<file path="src/rtl/rr_arb_mux.sv">
// rr_arb_mux: registered N-to-1 multiplexer with built-in round-robin or
// fixed-priority arbitration and valid/ready handshakes on both sides.
//
// Ports:
//   i_clk         clock, rising edge
//   i_rst_n       synchronous active-low reset
//   i_data_bus    flattened channel data, channel k at [k*DATA_WIDTH +: DATA_WIDTH]
//   i_valid       per-channel request valid
//   o_in_ready    per-channel accept strobe (combinational, one-hot or zero)
//   i_fixed_prio  1 = lowest index wins, 0 = round-robin
//   o_valid       output register holds a valid word
//   i_ready       consumer accepts the output word this cycle
//   o_data        registered data of the granted channel
//   o_grant_idx   index of the channel that produced o_data
module rr_arb_mux #(
  parameter int unsigned NUM_INPUTS = 4,
  parameter int unsigned DATA_WIDTH = 8,
  localparam int unsigned IDX_WIDTH = $clog2(NUM_INPUTS)
) (
  input  logic                             i_clk,
  input  logic                             i_rst_n,
  input  logic [NUM_INPUTS*DATA_WIDTH-1:0] i_data_bus,
  input  logic [NUM_INPUTS-1:0]            i_valid,
  output logic [NUM_INPUTS-1:0]            o_in_ready,
  input  logic                             i_fixed_prio,
  output logic                             o_valid,
  input  logic                             i_ready,
  output logic [DATA_WIDTH-1:0]            o_data,
  output logic [IDX_WIDTH-1:0]             o_grant_idx
);

  localparam logic [IDX_WIDTH-1:0] LAST_IDX = IDX_WIDTH'(NUM_INPUTS - 1);

  logic [IDX_WIDTH-1:0]  r_ptr;
  logic                  r_valid;
  logic [DATA_WIDTH-1:0] r_data;
  logic [IDX_WIDTH-1:0]  r_grant_idx;

  logic                  w_any;
  logic                  w_load_en;
  logic                  w_xfer;
  logic [IDX_WIDTH-1:0]  w_winner;
  logic [DATA_WIDTH-1:0] w_sel_data;
  logic [NUM_INPUTS-1:0] w_in_ready;

  assign w_any     = |i_valid;
  assign w_load_en = !r_valid || i_ready;
  // A transfer happens exactly when the winner's ready strobe is raised.
  assign w_xfer    = i_rst_n && w_load_en && w_any;

  // Scan channels starting at 0 (fixed) or at r_ptr (round-robin), wrapping
  // explicitly so non-power-of-2 channel counts never index past the end.
  always_comb begin
    int unsigned base;
    int unsigned idx;
    logic        found;
    w_winner   = '0;
    w_sel_data = '0;
    found      = 1'b0;
    base       = i_fixed_prio ? 0 : int'(r_ptr);
    for (int unsigned i = 0; i < NUM_INPUTS; i++) begin
      idx = base + i;
      if (idx >= NUM_INPUTS) idx = idx - NUM_INPUTS;
      if (!found && i_valid[idx]) begin
        found      = 1'b1;
        w_winner   = IDX_WIDTH'(idx);
        w_sel_data = i_data_bus[idx*DATA_WIDTH +: DATA_WIDTH];
      end
    end
  end

  // Accept strobe: only the winner, only when the output register can load.
  always_comb begin
    w_in_ready = '0;
    if (w_xfer) w_in_ready[w_winner] = 1'b1;
  end

  // Output register and round-robin pointer.
  always_ff @(posedge i_clk) begin
    if (!i_rst_n) begin
      r_valid     <= 1'b0;
      r_data      <= '0;
      r_grant_idx <= '0;
      r_ptr       <= '0;
    end else if (w_load_en) begin
      if (w_any) begin
        r_valid     <= 1'b1;
        r_data      <= w_sel_data;
        r_grant_idx <= w_winner;
        if (!i_fixed_prio)
          r_ptr <= (w_winner == LAST_IDX) ? '0 : w_winner + IDX_WIDTH'(1);
      end else begin
        // Drained with nothing to replace it: data and index hold.
        r_valid <= 1'b0;
      end
    end
  end

  assign o_in_ready  = w_in_ready;
  assign o_valid     = r_valid;
  assign o_data      = r_data;
  assign o_grant_idx = r_grant_idx;

endmodule

</file>
<file path="config.mk">
export PLATFORM = sky130hd
export DESIGN_NAME = rr_arb_mux
export DESIGN_NICKNAME = d
export VERILOG_FILES = /design/src/rtl/rr_arb_mux.sv
export SDC_FILE = /design/constraint.sdc
export NUM_CORES = 1
export LEC_CHECK = 0
export ABC_AREA = 1
export BUFFER_PORTS_ARGS = -buffer_cell sky130_fd_sc_hd__buf_2
export CORE_MARGIN = 2
export CORE_UTILIZATION = 40
export DETAILED_ROUTE_END_ITERATION = 12
export PLACE_DENSITY = 0.67
export SLEW_MARGIN = 10
export SYNTH_ARGS = -nofsm -noshare
export SYNTH_HDL_FRONTEND = slang
export SYNTH_SLANG_ARGS = --single-unit
</file>
<file path="constraint.sdc">
create_clock -name i_clk -period 2.5 [get_ports i_clk]
set_clock_uncertainty 0.15 [all_clocks]
set_input_delay 0.125 -clock i_clk [delete_from_list [all_inputs] [get_ports i_clk]]
set_output_delay 0.125 -clock i_clk [all_outputs]
set_load 0.03 [all_outputs]
</file>
Word-level counts from Yosys, hierarchy flattened
Cells that the tools add are included.

cells by class
  $add $sub $neg = 8
  magnitude comparators = 10
  equal/unequal tests = 1
  shift operators = 4
  muxes and demuxes = 29
  bitwise operators = 1
  reductions and logical operators = 14

operators by type and width
  cell                 count
  $shiftx 32x33->8     4
  $lt 32x3->1 const B  4
  $mux 32              4
  $mux 8               4
  $mux 2               6
  $sub 3x3->4 const B  3
  $ge 3x3->1 const B   3
  $mux 1               9
  $bmux 1 s2           4
  $add 2x2->3 const B  2
  $logic_and 1x1->1    6
  $logic_not 1->1      4
  $mux 4               1
  $reduce_or 4->1      1
  $sub 2x3->4 const B  1
  $add 2x1->3 const B  1
  $ge 2x3->1 const B   1
  $lt 2x3->1 const B   1
  $reduce_and 3->1     1
  $add 2x1->2 const B  1
  $demux 1 s2          1
  $eq 2x2->1 const B   1
  $ge 2x1->1 const B   1
  $reduce_and 2->1     1
  2 further kinds      2

word-level totals
  bits in registers = 13
  input bits = 40
  word-level logic and storage cells = 71

Logic depth before layout (Yosys ltp)
Gate-level depths: netlist of run 1.

  word-level depth = 20
  mapped depth = 17
  mapped depth without buffers = 15

Worst setup path after synthesis of run 1
OpenSTA, ideal clock, no wires.

  path kind = register to output
  from = register r_ptr[0]
  to = output port o_in_ready[2]
  arrival = 2.579 ns
  slack = -0.354 ns
  cell stages (with the launch flop) = 15
  path buffers = 3
  path through = dfxtp_1 -> buf_4 -> buf_1 -> nand2_1 -> ha_1 -> buf_2 -> clkinv_1 -> nand2_1 -> nand2_1 -> nand3_1 -> nand2_2 -> inv_1 -> ha_1 -> inv_1 -> nor2_1

between the ends
  longest elaborated chain between the ends = 20
  elaborated cells between the ends (all ways) = 43
  classes of those cells = 7 x add/sub; 6 x order compare; 23 x mux; 7 x reduce/logical

ends and longest elaborated chain
  item                                                                   RTL line  text
  start: declaration                                                     34        logic [IDX_WIDTH-1:0] r_ptr;
  start signal: assignment                                               91        r_ptr <= (w_winner == LAST_IDX) ? '0 : w_winner + IDX_WIDTH'(1);
  $mux 2 *                                                               60        base = i_fixed_prio ? 0 : int'(r_ptr);
  branches (longest 13 deep; another with $sub 3x3->4)                   -
  $mux 2 *                                                               64        if (!found && i_valid[idx]) begin
  via w_winner[0]                                                        42        logic [IDX_WIDTH-1:0] w_winner;
  $lt 2x3->1 (not written as such) / $ge 2x1->1 (equally long branches)  75        if (w_xfer) w_in_ready[w_winner] = 1'b1;
  $logic_and 1x1->1 (not written as such)                                75
  $mux 1 (not written as such)                                           75
  $demux 1 s2 *                                                          75
  $mux 4 *                                                               75
  end: declaration                                                       24        output logic [NUM_INPUTS-1:0] o_in_ready,

Mark *: on every way through the listed nets, which the timed path passes. The select of a mux whose other input is x is not followed.

Final worst setup path of run 1
  from = register r_ptr[1]
  to = output port o_in_ready[1]

The elaborated chain is that of the path after synthesis.

==> results of run 1 <==
[kinds of logic after synthesis]
group	after synthesis
buffers and inverters	50
DFF	13
and+or+nand+nor	306
adders and majority gates	9
AOI/OAI and AO/OA	21
[state kept, by name (all words and copies together), names as in the netlist]
| register | count |
|---|---|
| o_data | 8 |
| o_grant_idx | 2 |
| r_ptr | 2 |
| o_valid | 1 |
[final cells by class]
type                    instances  area (sq um)  area share, %
clock buffers                   3          41.3           1.51
clock inverters                 1          5.00          0.184
inverters                      30           114           4.18
multi-input cells             336          1670           61.3
flip-flops and latches         13           265           9.73
well taps                      70          87.6           3.21
repair buffers                 81           543           19.9
[what timing repair did]
action / in CTS / in global routing
resized for setup: 18 / 13
setup endpoints to repair: 4 / 4
setup buffers: 4 / 3
cloned: 1 / 0
pin swaps: 5 / 7
[worst max-delay path, stage by stage (launching register included)]
cell	delay, ps
dfxtp_2	330
inv_2	40
nor2_4	110
inv_2	70
ha_4	240
inv_2	80
nand3_1	100
nand2_2	110
nand2_2	70
nor2_4	160
nand3_2	110
nand2_2	110
inv_2	50
ha_2	160
inv_2	60
nor2_4	30
buf_6	140
[final timing paths]
path	from	endpoint	slack, ps	cells after the start
setup / recovery	r_ptr[1]$_SDFFE_PN0P_	o_in_ready[1]	-5	16
hold / removal	i_rst_n	o_valid$_SDFFE_PN0N_	70	3
setup reg to reg	r_ptr[1]$_SDFFE_PN0P_	o_data[2]$_SDFFE_PN0P_	250	15
hold reg to reg	o_data[4]$_SDFFE_PN0P_	o_data[4]$_SDFFE_PN0P_	370	2
[where the power goes]
group          internal [W]  switching, W  total (W)
Clock              0.000110     0.0000799   0.000190
Combinational      0.000311      0.000499   0.000810
Sequential         0.000236     0.0000140   0.000250
Total              0.000657      0.000593    0.00125
[stage by stage]
step	setup TNS, ps	worst slack (ps)	area (sq um)	hold slack, ps
detailed placement	0	10.7	2500	329
global route	-420	-122	2730	87.8
finish	-5.24	-5.24	2730	69.4
CTS	0	3.26	2660	68.3
floorplan	0	3.10	2120	113
global placement	0	88.2	2500	320
[per-layer routing]
metal	track usage (%)	vias to the layer above	share of wire, %
li1	-	1425	-
met1	33.8	1213	44
met2	38.9	124	46
met3	3.31	12	8.3
met4	5.46	0	1.3
met5	0	-	0
[placed cells by master (no fill, tap or decap), types with 7 or more instances in the layout]
master   instances
buf_4           23
inv_1           18
nand4_1         10
nand2_1        141
and3_1           8
nand3_1         87
inv_2           11
a21oi_1          9
o21ai_0         12
buf_2           50
dfxtp_1         11
nor2_1          41
nor2_4           7
==> impl_table.tex, run 1 <==
\begin{tabular}{lr}
\hline
Metric & Value \\
\hline
\multicolumn{2}{l}{\textbf{Global route}} \\
\quad Initial antenna violation count & 0 \\
\quad Wire length of the first global-routing pass & $\sim$11,000 um \\
\quad Number of global-route vias before repair & $\sim$2,400 \\
\quad Overall Global Routing Usage & 24.1\% \\
\quad Largest net degree at the start of global routing & 31 \\
\quad GRT overflow & 0 \\
\multicolumn{2}{l}{\textbf{CTS}} \\
\quad Clock insertion delay at the later pin of the skew report & roughly 250 ps \\
\quad Clock tree from TritonCTS & built \\
\quad TritonCTS buffer count & 3 \\
\quad CTS Sinks & 13 \\
\quad Hold-fix buffers at CTS & 0 \\
\quad Clock-pin slew on the worst setup and hold paths & around 60 ps \\
\quad Clock Tree Root & clkbuf\_8 \\
\quad Max Buffers Root-to-Sink & 2 \\
\quad H-Tree Depth & 1 \\
\multicolumn{2}{l}{\textbf{Placed design}} \\
\quad Final estimated routing congestion in global placement & 0.970 \\
\quad Final HPWL from detailed placement & 4980 um \\
\quad Number of buffers added on ports & 54 \\
\quad Cell total after placement & about 520 \\
\multicolumn{2}{l}{\textbf{Power}} \\
\quad Static Leakage & 1.51 nW \\
\quad Total power consumption of the routed design & 0.00125 W \\
\quad Total power density per cell area & 459 nW/um\^{}2 \\
\quad Maximum vdd ir drop & 200 uV \\
\multicolumn{2}{l}{\textbf{Setup path}} \\
\quad Crit path kind & register to output port \\
\quad Critical Path Start Type & register \\
\quad Data arrival time of the critical path & 2230 ps \\
\quad Data required time at the worst endpoint & 2230 ps \\
\quad Endpoint kind of the worst setup timing path & output port \\
\quad Maximum fanout encountered on the critical timing path & 4 \\
\multicolumn{2}{l}{\textbf{Yosys}} \\
\quad Top cell type's share of synthesized area & between 20 and 30\% \\
\quad Register bit count reported by yosys & 13 \\
\quad Ys flop type & dfxtp\_1 \\
\quad Sequential element share of the synthesized area & roughly 13\% \\
\quad Synth Warn \# & 0 \\
\quad Combinational family with the most area after synthesis & simple AND/OR/NAND/NOR gates \\
\quad Syn\_area\_per\_cell & 5.17 sq um \\
\quad Cell with the most instances after synthesis & nand2\_1 \\
\quad Cell count after synthesis & roughly 400 \\
\quad Area contributors post-synth & nand2\_1, nand3\_1, dfxtp\_1 \\
\quad Async set-or-reset flop fraction in the synthesized netlist & 0\% \\
\quad Number of synthesized flops with an enable pin & 0 \\
\quad Unique cell type count in the Yosys netlist & 21 \\
\quad Mapped Nets & about 450 \\
\quad Xor and xnor fraction of the mapped netlist area & 0\% \\
\quad Netlist Area Pre-Place & 2060 sq um \\
\quad Share of synthesized cell area in and, or, nand and nor gates & roughly two thirds \\
\quad Synthesized-area fraction occupied by ao, oa, aoi and oai cells & 5.10\% \\
\quad Share of synthesized cell area in full adder, half adder and majority cells & 5.46\% \\
\quad Proportion of synthesized area in mux cells & 0\% \\
\quad Most frequent cells after synthesis & nand2\_1, nand3\_1, nor2\_1 \\
\quad Cell accounting for the most synthesized area & nand2\_1 \\
\multicolumn{2}{l}{\textbf{Final layout}} \\
\quad Count of antenna diodes in the layout & 0 \\
\quad Fraction of layout cells with a size suffix above 1 & 26.3\% \\
\quad Layout fillers & a little over 500 \\
\quad NumNets Final & 514 \\
\quad Area delta synth->final & 32.2\% \\
\quad Final Util & 54.1\% \\
\quad Non-Filler Instances & between 500 and 600 \\
\multicolumn{2}{l}{\textbf{Route}} \\
\quad Detailed-route DRC error count & 0 \\
\quad Total Routed Length & 6820 um \\
\quad Number of vias per cell after detailed routing & 5.19 \\
\quad Number of iterations in the first detailed-routing pass & 5 \\
\quad Vias after detailed routing & about 2,800 \\
\quad Final routed wire length divided by cell count & 12.8 um \\
\quad Count of routing violations after the opening detailed-route iteration & 219 \\
\quad Antenna-violating nets left & 0 \\
\multicolumn{2}{l}{\textbf{Timing}} \\
\quad Number of hold-slack violations in the final timing report & 0 \\
\quad Worst setup slack after layout & -5.24 ps \\
\quad Slew margin rel. & about three quarters \\
\quad Upper clock frequency limit & about 0.40 GHz \\
\quad Least-Margin Pin Slew & between 300 and 400 ps \\
\quad Final-report setup violation count & 1 \\
\quad RSZ-0062 raised after global routing & yes \\
\quad Final critical-path share of the clock period & 100\% \\
\quad Final period demand of the worst path & roughly 2500 ps \\
\quad Number of max-slew violations in the final report & 0 \\
\multicolumn{2}{l}{\textbf{Floorplanning}} \\
\quad Die area & around 5700 sq um \\
\quad Cell row count & 26 \\
\quad I/O pin count & 55 \\
\quad Std-Cell Core Area & 5040 sq um \\
\quad Initial Util & 40.9\% \\
\quad Die height & roughly 76 um \\
\quad Die width & about 76 um \\
\multicolumn{2}{l}{\textbf{Run}} \\
\quad Reported max-cap violation count & 0 \\
\multicolumn{2}{l}{\textbf{Min path}} \\
\quad Hold/Removal Path Class & primary input to register \\
\multicolumn{2}{l}{\textbf{Outcome}} \\
\quad Violations in the final reports & setup timing \\
\quad Run status & finished with violations \\
\hline
\end{tabular}
(Power assumes the default switching activity.)
==> run 2, diff against run 1 <==
- TNS_END_PERCENT: not set -> 20
==> run 2 against run 1 <==
  * The run still ends with setup timing left
  * Final cell count unchanged
  * Global-route usage is the same
  * Wire length down 0.10%
  * Clock power is essentially flat
  * Worst setup slack barely moved
  * Core utilization is the same
  * Sequential power hardly changed
  * Sequential cell count unchanged
  * Sequential share of layout area stayed put
  * Total power is essentially flat
  * Fmax about the same
  * Hold slack about the same
==> impl_table.tex, run 2 (same netlist as run 1, synthesis figures left out) <==
\begin{tabular}{lr}
\hline
Metric & Value \\
\hline
\multicolumn{2}{l}{\textbf{Global route}} \\
\quad Largest net degree at the start of global routing & 31 (unchanged) \\
\quad Overall Global Routing Usage & 24.1\% (unchanged) \\
\quad Initial antenna violation count & 0 (unchanged) \\
\quad Wire length of the first global-routing pass & 10,700 um (unchanged) \\
\quad Number of global-route vias before repair & 2,363 (-0.042\%) \\
\quad GRT overflow & 0 (unchanged) \\
\multicolumn{2}{l}{\textbf{Setup path}} \\
\quad R2R cell count & 15 (unchanged) \\
\quad Endpoint kind of the worst setup timing path & output port \\
\quad Crit-path leading delay family & simple AND/OR/NAND/NOR gates \\
\quad Cell breakdown of the critical path & inv\_2 > nor2\_4 > inv\_2 > ha\_4 > buf\_6 > nand3\_2 > nand2\_2 > nand2\_2 > nor2\_4 > nand3\_2 > nand2\_2 > inv\_2 > ha\_2 > inv\_2 > nor2\_4 > buf\_6 \\
\quad Data required time at the worst endpoint & 2230 ps (about the same) \\
\quad Crit path kind & register to output port \\
\quad Critical R2R Capture & o\_data[2]\$\_SDFFE\_PN0P\_ \\
\quad Critical Path Start Type & register \\
\quad Worst-path cell with the longest stage delay & dfxtp\_2 \\
\quad Crit path buf inv count & 6 (unchanged) \\
\quad Slack of the worst reg-to-reg path & 260 ps (about the same) \\
\quad Dominant cell type by count on the critical path & inv\_2 \\
\quad Maximum fanout encountered on the critical timing path & 3 (-1) \\
\quad Critical Path Max Stage Delay & 330 ps (about the same) \\
\quad Data arrival time of the critical path & 2230 ps (about the same) \\
\quad Critical path launch point & r\_ptr[1]\$\_SDFFE\_PN0P\_ \\
\quad Worst reg2reg startpoint & r\_ptr[1]\$\_SDFFE\_PN0P\_ \\
\multicolumn{2}{l}{\textbf{Outcome}} \\
\quad Run status & finished with violations \\
\quad Violations in the final reports & setup timing \\
\multicolumn{2}{l}{\textbf{Floorplanning}} \\
\quad Std-Cell Core Area & 5040 sq um (unchanged) \\
\quad Die width & 75.8 um (unchanged) \\
\quad Die height & 75.8 um (unchanged) \\
\quad Die area & 5740 sq um (unchanged) \\
\quad Initial Util & 40.9\% (unchanged) \\
\quad Cell row count & 26 (unchanged) \\
\quad I/O pin count & 55 (unchanged) \\
\multicolumn{2}{l}{\textbf{CTS}} \\
\quad Clock Tree Root & clkbuf\_8 \\
\quad Clock insertion delay at the later pin of the skew report & 250 ps (about the same) \\
\quad CTS Sinks & 13 (unchanged) \\
\quad H-Tree Depth & 1 (unchanged) \\
\quad Hold-fix buffers at CTS & 0 (unchanged) \\
\quad Max Buffers Root-to-Sink & 2 (unchanged) \\
\quad Clock-pin slew on the worst setup and hold paths & 60 ps (about the same) \\
\quad Clock tree from TritonCTS & built \\
\quad TritonCTS buffer count & 3 (unchanged) \\
\multicolumn{2}{l}{\textbf{Timing}} \\
\quad Number of hold-slack violations in the final timing report & 0 (unchanged) \\
\quad Least-Margin Pin Slew & 349 ps (+0.000477 ps) \\
\quad Number of max-slew violations in the final report & 0 (unchanged) \\
\quad Smallest hold slack & 69.8 ps (+0.428 ps) \\
\quad Upper clock frequency limit & 0.399 GHz (about the same) \\
\quad Worst setup slack after layout & -5.45 ps (-0.210 ps) \\
\quad RSZ-0062 raised after global routing & yes \\
\quad Final setup TNS & -5.45 ps (-0.210 ps) \\
\quad Final critical-path share of the clock period & 100\% (about the same) \\
\quad Final period demand of the worst path & 2510 ps (+0.210 ps) \\
\quad Final-report setup violation count & 1 (unchanged) \\
\quad Slew margin rel. & 76.7\% (unchanged) \\
\multicolumn{2}{l}{\textbf{Final layout}} \\
\quad Non-Filler Instances & 534 (unchanged) \\
\quad Number of flip-flops in the largest register & 8 (unchanged) \\
\quad Fraction of layout cells with a size suffix above 1 & 26.3\% (unchanged) \\
\quad Count of antenna diodes in the layout & 0 (unchanged) \\
\quad Commonest non-fill, non-tap cells in the layout & nand2\_1, nand3\_1, buf\_2 \\
\quad NumNets Final & 514 (unchanged) \\
\quad Commonest non-fill, non-tap cell in the layout & nand2\_1 \\
\quad Area delta synth->final & 32.2\% (unchanged) \\
\multicolumn{2}{l}{\textbf{Run}} \\
\quad Reported max-cap violation count & 0 (unchanged) \\
\multicolumn{2}{l}{\textbf{Route}} \\
\quad Detailed-route DRC error count & 0 (unchanged) \\
\quad Number of vias per cell after detailed routing & 5.19 (-0.14\%) \\
\quad Vias after detailed routing & 2,770 (-0.14\%) \\
\quad Final routed wire length divided by cell count & 12.7 um (-0.10\%) \\
\quad Antenna-violating nets left & 0 (unchanged) \\
\quad Count of routing violations after the opening detailed-route iteration & 236 (+7.8\%) \\
\quad Total Routed Length & 6810 um (-0.10\%) \\
\quad Number of iterations in the first detailed-routing pass & 5 (unchanged) \\
\multicolumn{2}{l}{\textbf{Power}} \\
\quad Total power density per cell area & 459 nW/um\^{}2 (about the same) \\
\quad Static Leakage & 1.51 nW (unchanged) \\
\quad Maximum vdd ir drop & 200 uV (about the same) \\
\multicolumn{2}{l}{\textbf{Min path}} \\
\quad Startpoint of the most critical hold path & i\_rst\_n \\
\quad Cell depth of the worst hold path & 3 (unchanged) \\
\quad Hold/Removal Path Class & primary input to register \\
\quad End point of the worst hold path & o\_valid\$\_SDFFE\_PN0N\_ \\
\multicolumn{2}{l}{\textbf{Placed design}} \\
\quad Final HPWL from detailed placement & 4980 um (unchanged) \\
\quad Cell total after placement & 522 (unchanged) \\
\quad Final estimated routing congestion in global placement & 0.970 (unchanged) \\
\quad Number of buffers added on ports & 54 (unchanged) \\
\hline
\end{tabular}
==> run 2: cell counts in the layout (fill, tap and decap cells not counted) <==
No cell type changed its count.
==> run 2: cell type report <==
type / instances / area (sq um)
fill: 519 / 2320
multi-input combinational: 336 / 1670
clock inverter: 1 / 5.00
timing repair buffer: 81 / 543
tap: 70 / 87.6
clock buffer: 3 / 41.3
sequential: 13 / 265
inverter: 30 / 114
==> run 2: what timing repair did <==
| action | in CTS | in global routing |
|---|---|---|
| gates resized for setup | 18 | 13 |
| gates cloned | 1 | 0 |
| pin swaps | 4 | 8 |
| setup buffers | 4 | 3 |
| endpoints found under the setup margin | 4 | 4 |
==> run 2: routing by layer <==
| metal | track usage (%) | wire (um) | up-vias |
|---|---|---|---|
| met5 | 0 | 0 | - |
| met4 | 5.46 | 83 | 0 |
| met3 | 3.31 | 586 | 12 |
| met2 | 38.9 | 3170 | 126 |
| met1 | 33.8 | 2970 | 1206 |
| li1 | - | - | 1426 |
==> run 2: how the worst max path moves through the flow <==
stage	end	slack, ps	cells past startpoint
global route	o_in_ready[1]	-120	16
detailed placement	o_in_ready[2]	10	16
global placement	o_in_ready[0]	90	16
floorplan	o_in_ready[0]	3	16
CTS	o_in_ready[2]	-3	16
finish	o_in_ready[1]	-5	16
==> run 2: where the power goes <==
group / internal, W / switching [W]
registers: 0.000236 / 0.0000139
clock network: 0.000110 / 0.0000803
logic: 0.000311 / 0.000499
==> run 2: through the flow <==
step	utilization [%]	area [sq um]	total power, W	setup slack (ps)
after floorplan	-	2120	0.000764	3.10
after global placement	49.6	2500	0.000967	88.2
after detailed placement	49.6	2500	0.000974	10.7
after CTS	52.8	2660	0.00122	-3.42
after global routing	54.1	2730	0.00136	-122
final	54.1	2730	0.00125	-5.45
==> run 2: worst reg2reg max path: stages, from the launching register on <==
cell	delay, ps
dfxtp_2	330
inv_2	40
nor2_4	110
inv_2	70
ha_4	270
inv_2	50
nand3_1	100
nand2_2	80
buf_4	140
buf_4	120
buf_4	130
buf_4	160
nand4_1	90
nand2_1	60
nor2_1	170
nor2_1	60
==> run 3, diff against run 2 <==
- CELL_PAD_IN_SITES_DETAIL_PLACEMENT: not set -> 1
- CELL_PAD_IN_SITES_GLOBAL_PLACEMENT: not set -> 1
- CORE_UTILIZATION: 40 -> 31
- PLACE_DENSITY: 0.67 -> 0.78
==> run 3 against run 2 <==
  * The flow still finishes with violations (setup timing)
  * First-iteration DRC count increased by 14%
  * Hold slack lost 5.7 ps
  * Final area grew 7.7%
  * Fmax is 8.7% lower
  * Sequential share of layout area down 0.69 points
  * Largest cell class unchanged
  * Highest routed layer unchanged
==> impl_table.tex, run 3 (same netlist as run 1, synthesis figures left out) <==
\begin{tabular}{lr}
\hline
Metric & Value \\
\hline
\multicolumn{2}{l}{\textbf{Setup path}} \\
\quad Worst-path cell with the longest stage delay & dfxtp\_2 \\
\quad Slack of the worst reg-to-reg path & -150 ps (-410 ps) \\
\quad Maximum fanout encountered on the critical timing path & 4 (+1) \\
\quad Worst reg2reg startpoint & r\_ptr[1]\$\_SDFFE\_PN0P\_ \\
\quad Endpoint kind of the worst setup timing path & output port \\
\quad Critical Path Max Stage Delay & 350 ps (+20 ps) \\
\quad Crit path kind & register to output port \\
\quad Critical Path Start Type & register \\
\quad Data arrival time of the critical path & 2470 ps (+240 ps) \\
\quad Data required time at the worst endpoint & 2230 ps (about the same) \\
\quad Critical R2R Capture & o\_grant\_idx[0]\$\_SDFFE\_PN0P\_ \\
\quad Cell breakdown of the critical path & inv\_2 > nor2\_4 > inv\_2 > ha\_4 > inv\_4 > nand3\_2 > nand2\_2 > nand2\_4 > nor2\_4 > nand3\_4 > nand2\_4 > buf\_12 > ha\_4 > inv\_2 > nor2\_4 > buf\_6 \\
\quad R2R cell count & 19 (+4) \\
\multicolumn{2}{l}{\textbf{Route}} \\
\quad Total Routed Length & 10,500 um (+53\%) \\
\quad Detailed-route DRC error count & 0 (unchanged) \\
\quad Number of vias per cell after detailed routing & 5.67 (+9.3\%) \\
\quad Vias after detailed routing & 3,142 (+13\%) \\
\quad Number of iterations in the first detailed-routing pass & 5 (unchanged) \\
\quad Count of routing violations after the opening detailed-route iteration & 268 (+14\%) \\
\quad Antenna-violating nets left & 0 (unchanged) \\
\quad Final routed wire length divided by cell count & 18.9 um (+48\%) \\
\multicolumn{2}{l}{\textbf{Power}} \\
\quad Static Leakage & 1.59 nW (+5.1\%) \\
\quad Switching fraction of total power & 50.9\% (+3.4 points) \\
\quad Net switching power of the design & 0.000745 W (+26\%) \\
\quad Total power density per cell area & 499 nW/um\^{}2 (+8.8\%) \\
\quad Clk network pwr share & 14.4\% (-0.8 points) \\
\quad Reg power frac & 17.5\% (-2.5 points) \\
\quad Total power consumption of the routed design & 0.00146 W (+17\%) \\
\quad Maximum vdd ir drop & 448 uV (+120\%) \\
\quad Combinational share of power & 68.1\% (+3.3 points) \\
\quad Internal power & 0.000720 W (+9.5\%) \\
\multicolumn{2}{l}{\textbf{Min path}} \\
\quad Startpoint of the most critical hold path & i\_rst\_n \\
\quad Cell depth of the worst hold path & 3 (unchanged) \\
\quad Hold/Removal Path Class & primary input to register \\
\quad End point of the worst hold path & r\_ptr[0]\$\_SDFFE\_PN0P\_ \\
\multicolumn{2}{l}{\textbf{Timing}} \\
\quad Final period demand of the worst path & 2740 ps (+238 ps) \\
\quad Upper clock frequency limit & 0.364 GHz (-8.7\%) \\
\quad Worst setup slack after layout & -244 ps (-238 ps) \\
\quad Final setup TNS & -1100 ps (-1100 ps) \\
\quad RSZ-0062 raised after global routing & yes \\
\quad Slew margin rel. & 74.3\% (-2.4 points) \\
\quad Number of max-slew violations in the final report & 0 (unchanged) \\
\quad Smallest hold slack & 64.1 ps (-5.70 ps) \\
\quad Least-Margin Pin Slew & 385 ps (+35.7 ps) \\
\quad Number of hold-slack violations in the final timing report & 0 (unchanged) \\
\quad Final-report setup violation count & 6 (+5) \\
\quad Final critical-path share of the clock period & 110\% (+9.5 points) \\
\multicolumn{2}{l}{\textbf{Global route}} \\
\quad Number of global-route vias before repair & 3,235 (+37\%) \\
\quad Met1 usage in global routing & 29.7\% (-4.1 points) \\
\quad Wire length of the first global-routing pass & 15,100 um (+41\%) \\
\quad Overall Global Routing Usage & 25.7\% (+1.6 points) \\
\quad Top Usage Layer GRT & met2 \\
\quad GRT overflow & 0 (unchanged) \\
\quad Largest net degree at the start of global routing & 24 (-23\%) \\
\quad GR Layer Usage met3 & 4.23\% (+0.93 points) \\
\quad Initial antenna violation count & 0 (unchanged) \\
\quad Met2 Usage GRT & 46.5\% (+7.6 points) \\
\multicolumn{2}{l}{\textbf{Final layout}} \\
\quad Commonest non-fill, non-tap cells in the layout & nand2\_1, nand3\_1, buf\_2 \\
\quad Fraction of layout cells with a size suffix above 1 & 30.0\% (+3.7 points) \\
\quad Area delta synth->final & 42.4\% \\
\quad Area of combinational cells with multiple inputs & 1740 sq um (+4.2\%) \\
\quad Number of flip-flops in the largest register & 8 (unchanged) \\
\quad Sequential cell area & 265 sq um (unchanged) \\
\quad Layout fillers & 911 (+76\%) \\
\quad Commonest non-fill, non-tap cell in the layout & nand2\_1 \\
\quad Count of antenna diodes in the layout & 0 (unchanged) \\
\quad NumNets Final & 527 (+2.5\%) \\
\multicolumn{2}{l}{\textbf{CTS}} \\
\quad Hold-fix buffers at CTS & 0 (unchanged) \\
\quad Clock insertion delay at the later pin of the skew report & 260 ps (about the same) \\
\quad Clock-pin slew on the worst setup and hold paths & 80 ps (+20 ps) \\
\quad Clock Tree Root & clkbuf\_8 \\
\quad Clock tree from TritonCTS & built \\
\quad TritonCTS buffer count & 3 (unchanged) \\
\quad Max Buffers Root-to-Sink & 2 (unchanged) \\
\quad H-Tree Depth & 1 (unchanged) \\
\quad CTS Sinks & 13 (unchanged) \\
\multicolumn{2}{l}{\textbf{Floorplanning}} \\
\quad Initial Util & 32.3\% (-8.6 points) \\
\quad Die area & 7320 sq um (+27\%) \\
\quad Cell row count & 29 (+12\%) \\
\quad Die height & 85.6 um (+13\%) \\
\quad I/O pin count & 55 (unchanged) \\
\quad Std-Cell Core Area & 6390 sq um (+27\%) \\
\quad Die width & 85.6 um (+13\%) \\
\multicolumn{2}{l}{\textbf{Outcome}} \\
\quad Violations in the final reports & setup timing \\
\quad Run status & finished with violations \\
\multicolumn{2}{l}{\textbf{Placed design}} \\
\quad Final estimated routing congestion in global placement & 0.948 (-2.2\%) \\
\quad Number of buffers added on ports & 54 (unchanged) \\
\quad Worst-case setup slack after placement & 49.1 ps (+38.4 ps) \\
\quad Final HPWL from detailed placement & 6320 um (+27\%) \\
\multicolumn{2}{l}{\textbf{Run}} \\
\quad Reported max-cap violation count & 0 (unchanged) \\
\hline
\end{tabular}
==> run 3: power groups by stage <==
stage               registers [W]  logic, W  clock network, W
floorplan                0.000298  0.000466                 0
global placement         0.000253  0.000725                 0
detailed placement       0.000254  0.000751                 0
CTS                      0.000252  0.000834          0.000195
global route             0.000258   0.00107          0.000224
finish                   0.000256  0.000998          0.000211
==> run 3: timing repair <==
action / 4_1_cts / 5_1_grt
pin swaps: 6 / 13
cloned: 1 / 0
resized for setup: 21 / 31
endpoints found under the setup margin: 4 / 6
setup buffers: 13 / 7
==> run 3: cell type report <==
class	count	area share (%)
Timing Repair Buffer	94	22.5
Sequential cell	13	9.04
Clock buffer	3	1.41
Tap cell	77	3.28
Multi-Input combinational cell	336	59.3
Inverter	30	4.31
Clock inverter	1	0.171
==> run 3: worst max-delay path by stage <==
stage,depth (start not counted),endpoint,from
5_1_grt,16,o_in_ready[1],r_ptr[1]$_SDFFE_PN0P_
3_3_place_gp,16,o_in_ready[0],r_ptr[1]$_SDFFE_PN0P_
3_5_place_dp,16,o_in_ready[0],r_ptr[1]$_SDFFE_PN0P_
4_1_cts,15,o_in_ready[0],r_ptr[0]$_SDFFE_PN0P_
6_report,16,o_in_ready[1],r_ptr[1]$_SDFFE_PN0P_
2_1_floorplan,16,o_in_ready[0],r_ptr[1]$_SDFFE_PN0P_
==> run 3: routing by layer <==
| metal | up-vias | routed length, um |
|---|---|---|
| li1 | 1456 | - |
| met1 | 1479 | 4040 |
| met2 | 163 | 5060 |
| met3 | 44 | 720 |
| met4 | 0 | 628 |
| met5 | - | 0 |
==> run 3: critical path: cells and delay by family, from the launching register on <==
family | cells | cell delay [ps]
buffers and inverters | 6 | 510
adder cells (fa/ha/maj) | 2 | 380
flip-flops | 1 | 350
AND/OR/NAND/NOR | 8 | 980
==> run 3: per-stage QoR <==
stage | utilization, % | cells | area, sq um
after floorplan | - | 399 | 2120
after global placement | 39.3 | 529 | 2510
after detailed placement | 39.3 | 529 | 2510
after CTS | 43.1 | 547 | 2750
after global routing | 46.0 | 554 | 2940
final | 46.0 | 554 | 2940
